===== src/rtl/fft_sched_pkg.sv =====
// Shared types and constants for the FFT frame scheduler.
package fft_sched_pkg;

    localparam int unsigned NPTS     = 16;
    localparam int unsigned SAMPLE_W = 24;
    localparam int unsigned BIN_W    = 16;

    typedef logic [NPTS*SAMPLE_W-1:0] frame_t;
    typedef logic [NPTS*BIN_W-1:0]    bins_t;

    typedef enum logic [1:0] {IDLE, ARM, RUN, HOLD} state_t;

    function automatic logic [7:0] sat_inc(input logic [7:0] v);
        return (v == 8'hFF) ? v : v + 8'd1;
    endfunction

endpackage


===== src/rtl/fft_frame_scheduler_if.sv =====
// Signal bundle between mic front end / FFT processor / VGA and the scheduler.
interface fft_frame_scheduler_if;
    import fft_sched_pkg::*;

    logic       new_t;
    frame_t     t_in;
    logic       fft_start;
    frame_t     fft_t;
    logic       fft_done;
    bins_t      fft_f;
    logic       vsync;
    bins_t      disp_f;
    logic       disp_valid;
    logic       busy;
    logic [7:0] drop_cnt;
    logic [7:0] timeout_cnt;

    modport slave (
        input  new_t, t_in, fft_done, fft_f, vsync,
        output fft_start, fft_t, disp_f, disp_valid, busy, drop_cnt, timeout_cnt
    );

    modport master (
        output new_t, t_in, fft_done, fft_f, vsync,
        input  fft_start, fft_t, disp_f, disp_valid, busy, drop_cnt, timeout_cnt
    );

endinterface


===== src/rtl/fft_sched_watchdog.sv =====
// Completion watchdog: load to TIMEOUT-1, count down while running, flag zero.
module fft_sched_watchdog #(
    parameter int unsigned TIMEOUT = 1024
) (
    input  logic clk,
    input  logic reset,
    input  logic load_i,
    input  logic run_i,
    output logic expired_o
);
    localparam int unsigned CNT_W = (TIMEOUT > 1) ? $clog2(TIMEOUT) : 1;

    logic [CNT_W-1:0] cnt_q;

    always_ff @(posedge clk or negedge reset) begin
        if (!reset) begin
            cnt_q <= '0;
        end else if (load_i) begin
            cnt_q <= CNT_W'(TIMEOUT - 1);
        end else if (run_i && cnt_q != '0) begin
            cnt_q <= cnt_q - CNT_W'(1);
        end
    end

    assign expired_o = (cnt_q == '0);

endmodule


===== src/rtl/fft_frame_scheduler.sv =====
// FFT frame scheduler: capture, start, watchdog, one-deep shadow, vsync-aligned commit.
// Optional frame decimation is enabled with `define FFT_DECIM_EN.
module fft_frame_scheduler
    import fft_sched_pkg::*;
#(
    parameter int unsigned TIMEOUT = 1024
`ifdef FFT_DECIM_EN
    , parameter int unsigned DECIM = 4
`endif
) (
    input logic                  clk,
    input logic                  reset,
    fft_frame_scheduler_if.slave bus
);
    state_t     state_q;
    frame_t     fft_t_q, shadow_q;
    bins_t      pending_q, disp_f_q;
    logic       shadow_v_q, disp_valid_q, fft_start_q, vsync_q;
    logic [7:0] drop_q, tmo_q;
    logic       wd_expired, take_new, vsync_fall, consume;

`ifdef FFT_DECIM_EN
    localparam int unsigned DW = (DECIM > 1) ? $clog2(DECIM) : 1;
    logic [DW-1:0] decim_q;

    always_ff @(posedge clk or negedge reset) begin
        if (!reset) begin
            decim_q <= '0;
        end else if (bus.new_t) begin
            decim_q <= (32'(decim_q) == DECIM - 1) ? '0 : decim_q + DW'(1);
        end
    end

    assign take_new = bus.new_t && (decim_q == '0);
`else
    assign take_new = bus.new_t;
`endif

    assign vsync_fall = vsync_q && !bus.vsync;
    // Shadow leaves the buffer this cycle; a coincident new_t refills it without a drop.
    assign consume = shadow_v_q &&
                     ((state_q == IDLE && !take_new) || (state_q == HOLD && vsync_fall));

    fft_sched_watchdog #(.TIMEOUT(TIMEOUT)) u_wd (
        .clk      (clk),
        .reset    (reset),
        .load_i   (state_q == ARM),
        .run_i    (state_q == RUN),
        .expired_o(wd_expired)
    );

    always_ff @(posedge clk or negedge reset) begin
        if (!reset) begin
            state_q      <= IDLE;
            fft_t_q      <= '0;
            shadow_q     <= '0;
            shadow_v_q   <= 1'b0;
            pending_q    <= '0;
            disp_f_q     <= '0;
            disp_valid_q <= 1'b0;
            fft_start_q  <= 1'b0;
            vsync_q      <= 1'b1;
            drop_q       <= '0;
            tmo_q        <= '0;
        end else begin
            fft_start_q <= 1'b0;
            vsync_q     <= bus.vsync;
            case (state_q)
                IDLE: begin
                    if (take_new) begin
                        fft_t_q     <= bus.t_in;
                        fft_start_q <= 1'b1;
                        state_q     <= ARM;
                    end else if (shadow_v_q) begin
                        fft_t_q     <= shadow_q;
                        fft_start_q <= 1'b1;
                        state_q     <= ARM;
                    end
                end
                ARM: state_q <= RUN;
                RUN: begin
                    if (bus.fft_done) begin
                        pending_q <= bus.fft_f;
                        state_q   <= HOLD;
                    end else if (wd_expired) begin
                        tmo_q   <= sat_inc(tmo_q);
                        state_q <= IDLE;
                    end
                end
                HOLD: begin
                    if (vsync_fall) begin
                        disp_f_q     <= pending_q;
                        disp_valid_q <= 1'b1;
                        if (shadow_v_q) begin
                            fft_t_q     <= shadow_q;
                            fft_start_q <= 1'b1;
                            state_q     <= ARM;
                        end else begin
                            state_q <= IDLE;
                        end
                    end
                end
                default: state_q <= IDLE;
            endcase

            if (take_new && state_q != IDLE) begin
                shadow_q   <= bus.t_in;
                shadow_v_q <= 1'b1;
                if (shadow_v_q && !consume) drop_q <= sat_inc(drop_q);
            end else if (consume) begin
                shadow_v_q <= 1'b0;
            end
        end
    end

    assign bus.fft_start   = fft_start_q;
    assign bus.fft_t       = fft_t_q;
    assign bus.disp_f      = disp_f_q;
    assign bus.disp_valid  = disp_valid_q;
    assign bus.busy        = (state_q != IDLE);
    assign bus.drop_cnt    = drop_q;
    assign bus.timeout_cnt = tmo_q;

endmodule


===== src/flat_wrapper.sv =====
// flat-port wrapper written by rule: the top's interface ports become plain ports
module fft_frame_scheduler_flat import fft_sched_pkg::*;
#(
    parameter int unsigned TIMEOUT = 1024

)
  (clk, reset, bus_new_t, bus_t_in, bus_fft_done, bus_fft_f, bus_vsync, bus_fft_start, bus_fft_t, bus_disp_f, bus_disp_valid, bus_busy, bus_drop_cnt, bus_timeout_cnt);
  fft_frame_scheduler_if bus_i ();
  input logic clk;
  input logic reset;
  input wire logic [$bits(bus_i.new_t)-1:0] bus_new_t;
  input wire logic [$bits(bus_i.t_in)-1:0] bus_t_in;
  input wire logic [$bits(bus_i.fft_done)-1:0] bus_fft_done;
  input wire logic [$bits(bus_i.fft_f)-1:0] bus_fft_f;
  input wire logic [$bits(bus_i.vsync)-1:0] bus_vsync;
  output wire logic [$bits(bus_i.fft_start)-1:0] bus_fft_start;
  output wire logic [$bits(bus_i.fft_t)-1:0] bus_fft_t;
  output wire logic [$bits(bus_i.disp_f)-1:0] bus_disp_f;
  output wire logic [$bits(bus_i.disp_valid)-1:0] bus_disp_valid;
  output wire logic [$bits(bus_i.busy)-1:0] bus_busy;
  output wire logic [$bits(bus_i.drop_cnt)-1:0] bus_drop_cnt;
  output wire logic [$bits(bus_i.timeout_cnt)-1:0] bus_timeout_cnt;
  assign bus_i.new_t = bus_new_t;
  assign bus_i.t_in = bus_t_in;
  assign bus_i.fft_done = bus_fft_done;
  assign bus_i.fft_f = bus_fft_f;
  assign bus_i.vsync = bus_vsync;
  assign bus_fft_start = bus_i.fft_start;
  assign bus_fft_t = bus_i.fft_t;
  assign bus_disp_f = bus_i.disp_f;
  assign bus_disp_valid = bus_i.disp_valid;
  assign bus_busy = bus_i.busy;
  assign bus_drop_cnt = bus_i.drop_cnt;
  assign bus_timeout_cnt = bus_i.timeout_cnt;
  fft_frame_scheduler #(.TIMEOUT(TIMEOUT)) u_core (.clk(clk), .reset(reset), .bus(bus_i));
endmodule

===== config.mk =====
export PLATFORM = sky130hd
export DESIGN_NAME = fft_frame_scheduler_flat
export DESIGN_NICKNAME = d
export VERILOG_FILES = /design/src/rtl/fft_sched_pkg.sv /design/src/rtl/fft_frame_scheduler_if.sv /design/src/rtl/fft_sched_watchdog.sv /design/src/rtl/fft_frame_scheduler.sv /design/src/flat_wrapper.sv
export SDC_FILE = /design/constraint.sdc
export NUM_CORES = 2
export LEC_CHECK = 0
export CAP_MARGIN = 20
export CORE_AREA = 2 2 503 505
export DETAILED_ROUTE_END_ITERATION = 6
export DIE_AREA = 0 0 505 507
export GPL_ROUTABILITY_DRIVEN = 0
export PLACE_DENSITY_LB_ADDON = 0.25
export SYNTH_ARGS = -nofsm -noshare
export SYNTH_HDL_FRONTEND = slang
export SYNTH_SLANG_ARGS = --single-unit

===== constraint.sdc =====
create_clock -name clk -period 2.09 [get_ports clk]
set_input_delay 0.3135 -clock clk [delete_from_list [all_inputs] [get_ports clk]]
set_output_delay 0.3135 -clock clk [all_outputs]
set_load 0.1 [all_outputs]

# Yosys cells after proc, flatten, opt, wreduce, memory -nomap -nowiden
# Cells that the tools add are included.
# totals
regBits,1312
in_bits,645
output_inout_bits,659
elab_cells,69
# op_classes
add_sub_neg,3
n_eq_ne,8
n_mux,19
n_bitwise,3
reduce_logical,24
# ops
op,n
2-to-1 mux 384 bit,3
case mux 384 bit (2 select lines),1
2-to-1 mux 10 bit,2
adder 8 x 1 -> 8 bit (second input constant),2
equality test 8 bit (second input constant),2
logical NOT 10 bit,1
2-to-1 mux 2 bit,5
nonzero test 10 bit,1
subtractor 10 x 1 -> 10 bit (second input constant),1
case mux 2 bit (4 select lines),1
nonzero test 2 bit,4
logical AND 1 bit,7
2-to-1 mux 1 bit,6
!= test 3 x 2 -> 1 bit (second input constant),2
AND reduction 2 bit,3
AND reduction 3 bit,2
equality test 2 bit (second input constant),2
AND reduction 4 bit,1
logical NOT 1 bit,3
inverter 1 bit,3
equality test 2 x 1 -> 1 bit (second input constant),1
logical NOT 2 bit,1
!= test 2 x 1 -> 1 bit (second input constant),1
case mux 1 bit (2 select lines),1
logical OR 1 bit,1

# Logic depth before layout (Yosys ltp)
# depth
word_depth,8
ltp_mapped,9

# Modules after synthesis
# Synthesis repeated with hierarchy kept, for this count alone.
# hier_totals
cells_unflattened,4416
area_unflattened_um2,55076.6
# by_module_without_submodules
mod,instances,cells_per_inst,area_each_um2,seq_area_each_um2
fft_frame_scheduler,1,4346,54429.7,32582.5
fft_sched_watchdog,1,70,646.9,250.2

# Worst setup path after synthesis
# OpenSTA, ideal clock, no wires.
# synth_path
kind,register to register
start,register u_core.tmo_q[0] (netlist: u_core.bus.timeout_cnt[0])
end,register u_core.tmo_q[1] (netlist: u_core.bus.timeout_cnt[1])
setup_time_ps,126
arrival_ps,2119
t_required_ps,1964
path_slack_ps,-154
stages_incl_launch_ff,6
synth_period_minus_slack_ps,2244
cell_sequence,dfrtp_1 > ha_1 > nand3_1 > o211ai_1 > nor2_1 > mux2_2
# synth_between
elab_chain_cells,3
# synth_rtl
item,line,text
start: declaration,fft_frame_scheduler.sv:19,"logic [7:0] drop_q, tmo_q;"
start signal: assignment,fft_frame_scheduler.sv:86,tmo_q <= sat_inc(tmo_q);
"parallel branches: the longest is 3 deep, another holds adder 8 x 1 -> 8 bit",--,
# Several ways; the timed one is not identified.
# A chain may end at the register's enable or synchronous reset.

# Worst setup path after layout
# layout_path
start,register u_core.state_q[1]
end,register u_core.fft_t_q[354] (netlist: u_core.bus.fft_t[354])
# layout_between
elab_chain_cells,3
# layout_rtl
item,line,text
start: declaration,fft_frame_scheduler.sv:15,state_t state_q;
start signal: assignment,fft_frame_scheduler.sv:54,state_q <= IDLE;
start signal: assignment,fft_frame_scheduler.sv:73,state_q <= ARM;
start signal: assignment,fft_frame_scheduler.sv:77,state_q <= ARM;
equality test 2 bit or logical NOT 2 bit (tied branches),fft_frame_scheduler.sv:68,case (state_q)
!= test 2 x 1 -> 1 bit (no source line) or nonzero test 2 bit (tied branches),--,
AND reduction 2 bit (no source line),--,
end signal: assignment,fft_frame_scheduler.sv:71,fft_t_q <= bus.t_in;
end signal: assignment,fft_frame_scheduler.sv:75,fft_t_q <= shadow_q;
end signal: assignment,fft_frame_scheduler.sv:95,fft_t_q <= shadow_q;
end: declaration,fft_frame_scheduler.sv:16,"frame_t fft_t_q, shadow_q;"
# Several ways; a longest one is shown, not always the timed one.

==> out/qor.yml <==
status: "finished, violations left"
violations: "negative setup slack"
rrSetupSlack_ps: -30
die_w_microns: 505
final_cell_mix: "1306 x dfrtp_1, 835 x buf_4, 781 x nand2_1, 643 x clkdlybuf4s50_1, 633 x mux2_2"
min_period_over_period: 1.012
mostFrequentLayoutCell: "dfrtp_1"
numCtsBuffers: 156
slowest_delay_ps: 400
ys_ff_latch: 1312
grt.total_usage: 0.1618
drive_gt1_frac: 0.3545
reg2reg_from: "u_core.state_q[1]$_DFFE_PN0P_"
grt_overflow: 0
floorplan.initialDensity: 0.2029
clock.fmax_mhz: 472.7
core_sq_um: 250500
tightest_slew_ps: 645.4
hold_violations: 0
final_max_slew_viol_count: 0
cp.arrival_ps: 2830
regToRegEndpoint: "u_core.bus.fft_t[354]$_DFFE_PN0P_"
cp-start-kind: "register"
clkTransAtPathRegs_ps: 60
yosysWarnings: 0
syn-instance-count: 3925
path_cells: "buf_6 -> ha_4 -> nand2b_4 -> buf_6 -> a21boi_4 -> buf_6 -> buf_12 -> buf_16 -> clkbuf_16 -> a2bb2oi_2"
place_inst: 8572
wl_microns: 216700
num_rows: 184
synth_area_sq_um: 50810
die_area_sq_um: 256000
antenna_found_initial: 85
period_minus_slack_ps: 2115
insertion_delay_ps: 800
layout.nets: 6068
min_path_type: "in2async"
ys_seq_area_frac: 0.6461
io_pins: 1304
synth_nets: 4577
required_ps: 2810
ys.flop_type: "dfrtp_1"
drt_iter0_markers: 2272
via_per_inst: 4.338
fp.dieH_microns: 507
wl_per_cell_microns: 24.36
h-tree-depth: 4
synth-edff-count: 0
cts_sinks: 1312
clockRootBuffer: "clkbuf_16"
startpoint: "u_core.state_q[1]$_DFFE_PN0P_"
cts_buffer_depth: 3
grt_pass1_vias: 39583
drv_cap: 0
dpl.hpwl_microns: 161300
layout-area-overhead-vs-synth_pct: 48.28
grt_pass1_wl_microns: 304100
cts_tree: "built"
port-buffer-count: 1303
critPathKind: "reg2reg"
route.detailed.drc: 0
synth-async-reset-ratio: 1.000
critPathMostFrequentCell: "buf_6"
end_kind: "register"
critPathSlowestCell: "dfrtp_1"
fin_setup_tns_ps: -214.2
final_cell_count_no_fill: 8897
synth.distinct_cells: 51
fin_skew_ps: 52.80
grt_max_degree: 91
place_ws_ps: -277.4
rsz0062_at_grt: "true"
first_pass_iters: 5
syn_avg_cell_area_sq_um: 12.95
layout_setup_ws_ps: -25.31
maxSlewHeadroom: 0.5697
ant_nets: 0
r2r.worst_path.cells: 10
n_fill_cell: 25539
path_max_fanout: 9
num_vias: 38595
setup_viol: 21
worst max path at each step:
stage,end,slack [ps],cells past startpoint
6_report,u_core.bus.fft_t[354]$_DFFE_PN0P_,-30,10
5_1_grt,u_core.bus.fft_t[77]$_DFFE_PN0P_,-120,10
4_1_cts,bus_busy,-90,5
3_5_place_dp,u_core.shadow_q[377]$_DFFE_PN0P_,-280,5
3_3_place_gp,u_core.bus.drop_cnt[5]$_DFFE_PN0P_,-280,7
2_1_floorplan,u_core.bus.timeout_cnt[1]$_DFFE_PN0P_,5,4
layer usage:
metal / GRT usage / vias to the layer above / wire (microns)
met1: 0.1981 / 19721 / 88120
met3: 0.07174 / 384 / 21120
li1: - / 17116 / -
met4: 0.03813 / 94 / 5365
met5: 0 / - / 602
met2: 0.2600 / 1280 / 101500
metrics by stage:
stage | hold slack (ps) | area, sq um | utilization
after floorplan | 17.91 | 50820 | -
after global placement | 223.4 | 68790 | 0.2747
after detailed placement | 233.4 | 68790 | 0.2747
after CTS | 10.35 | 74240 | 0.2964
after global routing | 26.50 | 75320 | 0.3007
final | 85.06 | 75350 | 0.3008
cell type report:
class,instances,area (sq um),share of cell area
tap,3348,4189,0.05560
inverter,9,41.29,0.0005480
sequential,1312,32840,0.4358
multi-input combinational,2303,17320,0.2298
antenna,14,35.03,0.0004650
clock buffer,225,4424,0.05872
clock inverter,52,732.0,0.009715
timing repair buffer,1634,15770,0.2093
Yosys cell counts (2+ instances only):
| library cell | count | area [sq um] |
|---|---|---|
| xnor2_1 | 5 | 43.79 |
| dfrtp_1 | 1311 | 32810 |
| o2111ai_1 | 2 | 17.52 |
| a21oi_1 | 7 | 35.03 |
| nand3_1 | 8 | 40.04 |
| o22ai_1 | 384 | 2402 |
| inv_1 | 9 | 33.78 |
| nor2b_1 | 3 | 18.77 |
| nand4_1 | 3 | 18.77 |
| o21ai_0 | 6 | 30.03 |
| clkbuf_1 | 208 | 780.8 |
| nor2_1 | 10 | 37.54 |
| nor4_1 | 5 | 31.28 |
| buf_2 | 68 | 340.3 |
| mux2_2 | 641 | 7218 |
| buf_1 | 24 | 90.09 |
| a2bb2oi_1 | 385 | 3372 |
| nor3b_1 | 2 | 15.01 |
| nand2b_1 | 6 | 37.54 |
| ha_1 | 7 | 87.58 |
| nand2_1 | 783 | 2939 |
| xor2_1 | 11 | 96.34 |
| nor3_1 | 9 | 45.04 |
sequential cells by signal, indices dropped and copies added (netlist names):
name	count
u_core.state_q	2
u_core.bus.timeout_cnt	8
u_core.pending_q	256
u_core.vsync_q	1
u_core.shadow_v_q	1
u_core.bus.fft_t	384
u_core.bus.disp_f	256
u_core.bus.fft_start	1
u_core.bus.disp_valid	1
u_core.u_wd.cnt_q	10
u_core.shadow_q	384
u_core.bus.drop_cnt	8
what timing repair did:
item,in CTS,in global routing
gates resized for setup,35,106
hold buffers,2,0
buffers inserted,8,7
setup endpoints to repair,653,545
pin swaps,2,4
cloned,1,17
endpoints found under the hold margin,894,0
cells by family after synthesis:
| family | Yosys count | synth area share |
|---|---|---|
| flops | 1312 | 0.6461 |
| simple gates | 840 | 0.06451 |
| compound gates | 798 | 0.1179 |
| mux | 642 | 0.1422 |
| buf+inv | 310 | 0.02472 |
| xor+xnor | 16 | 0.002758 |
| fa+ha+maj | 7 | 0.001724 |
worst max-delay path, delay by kind of cell, from the launching register on:
family,cells,cell delay [ps]
buffers and inverters,6,940
AO/OA/AOI/OAI,2,280
adder cells (fa/ha/maj),1,160
AND/OR/NAND/NOR,1,170
flip-flops,1,400
Power is not shown: default switching activity piles up to over one toggle a cycle in this logic, so the estimate is an artifact.
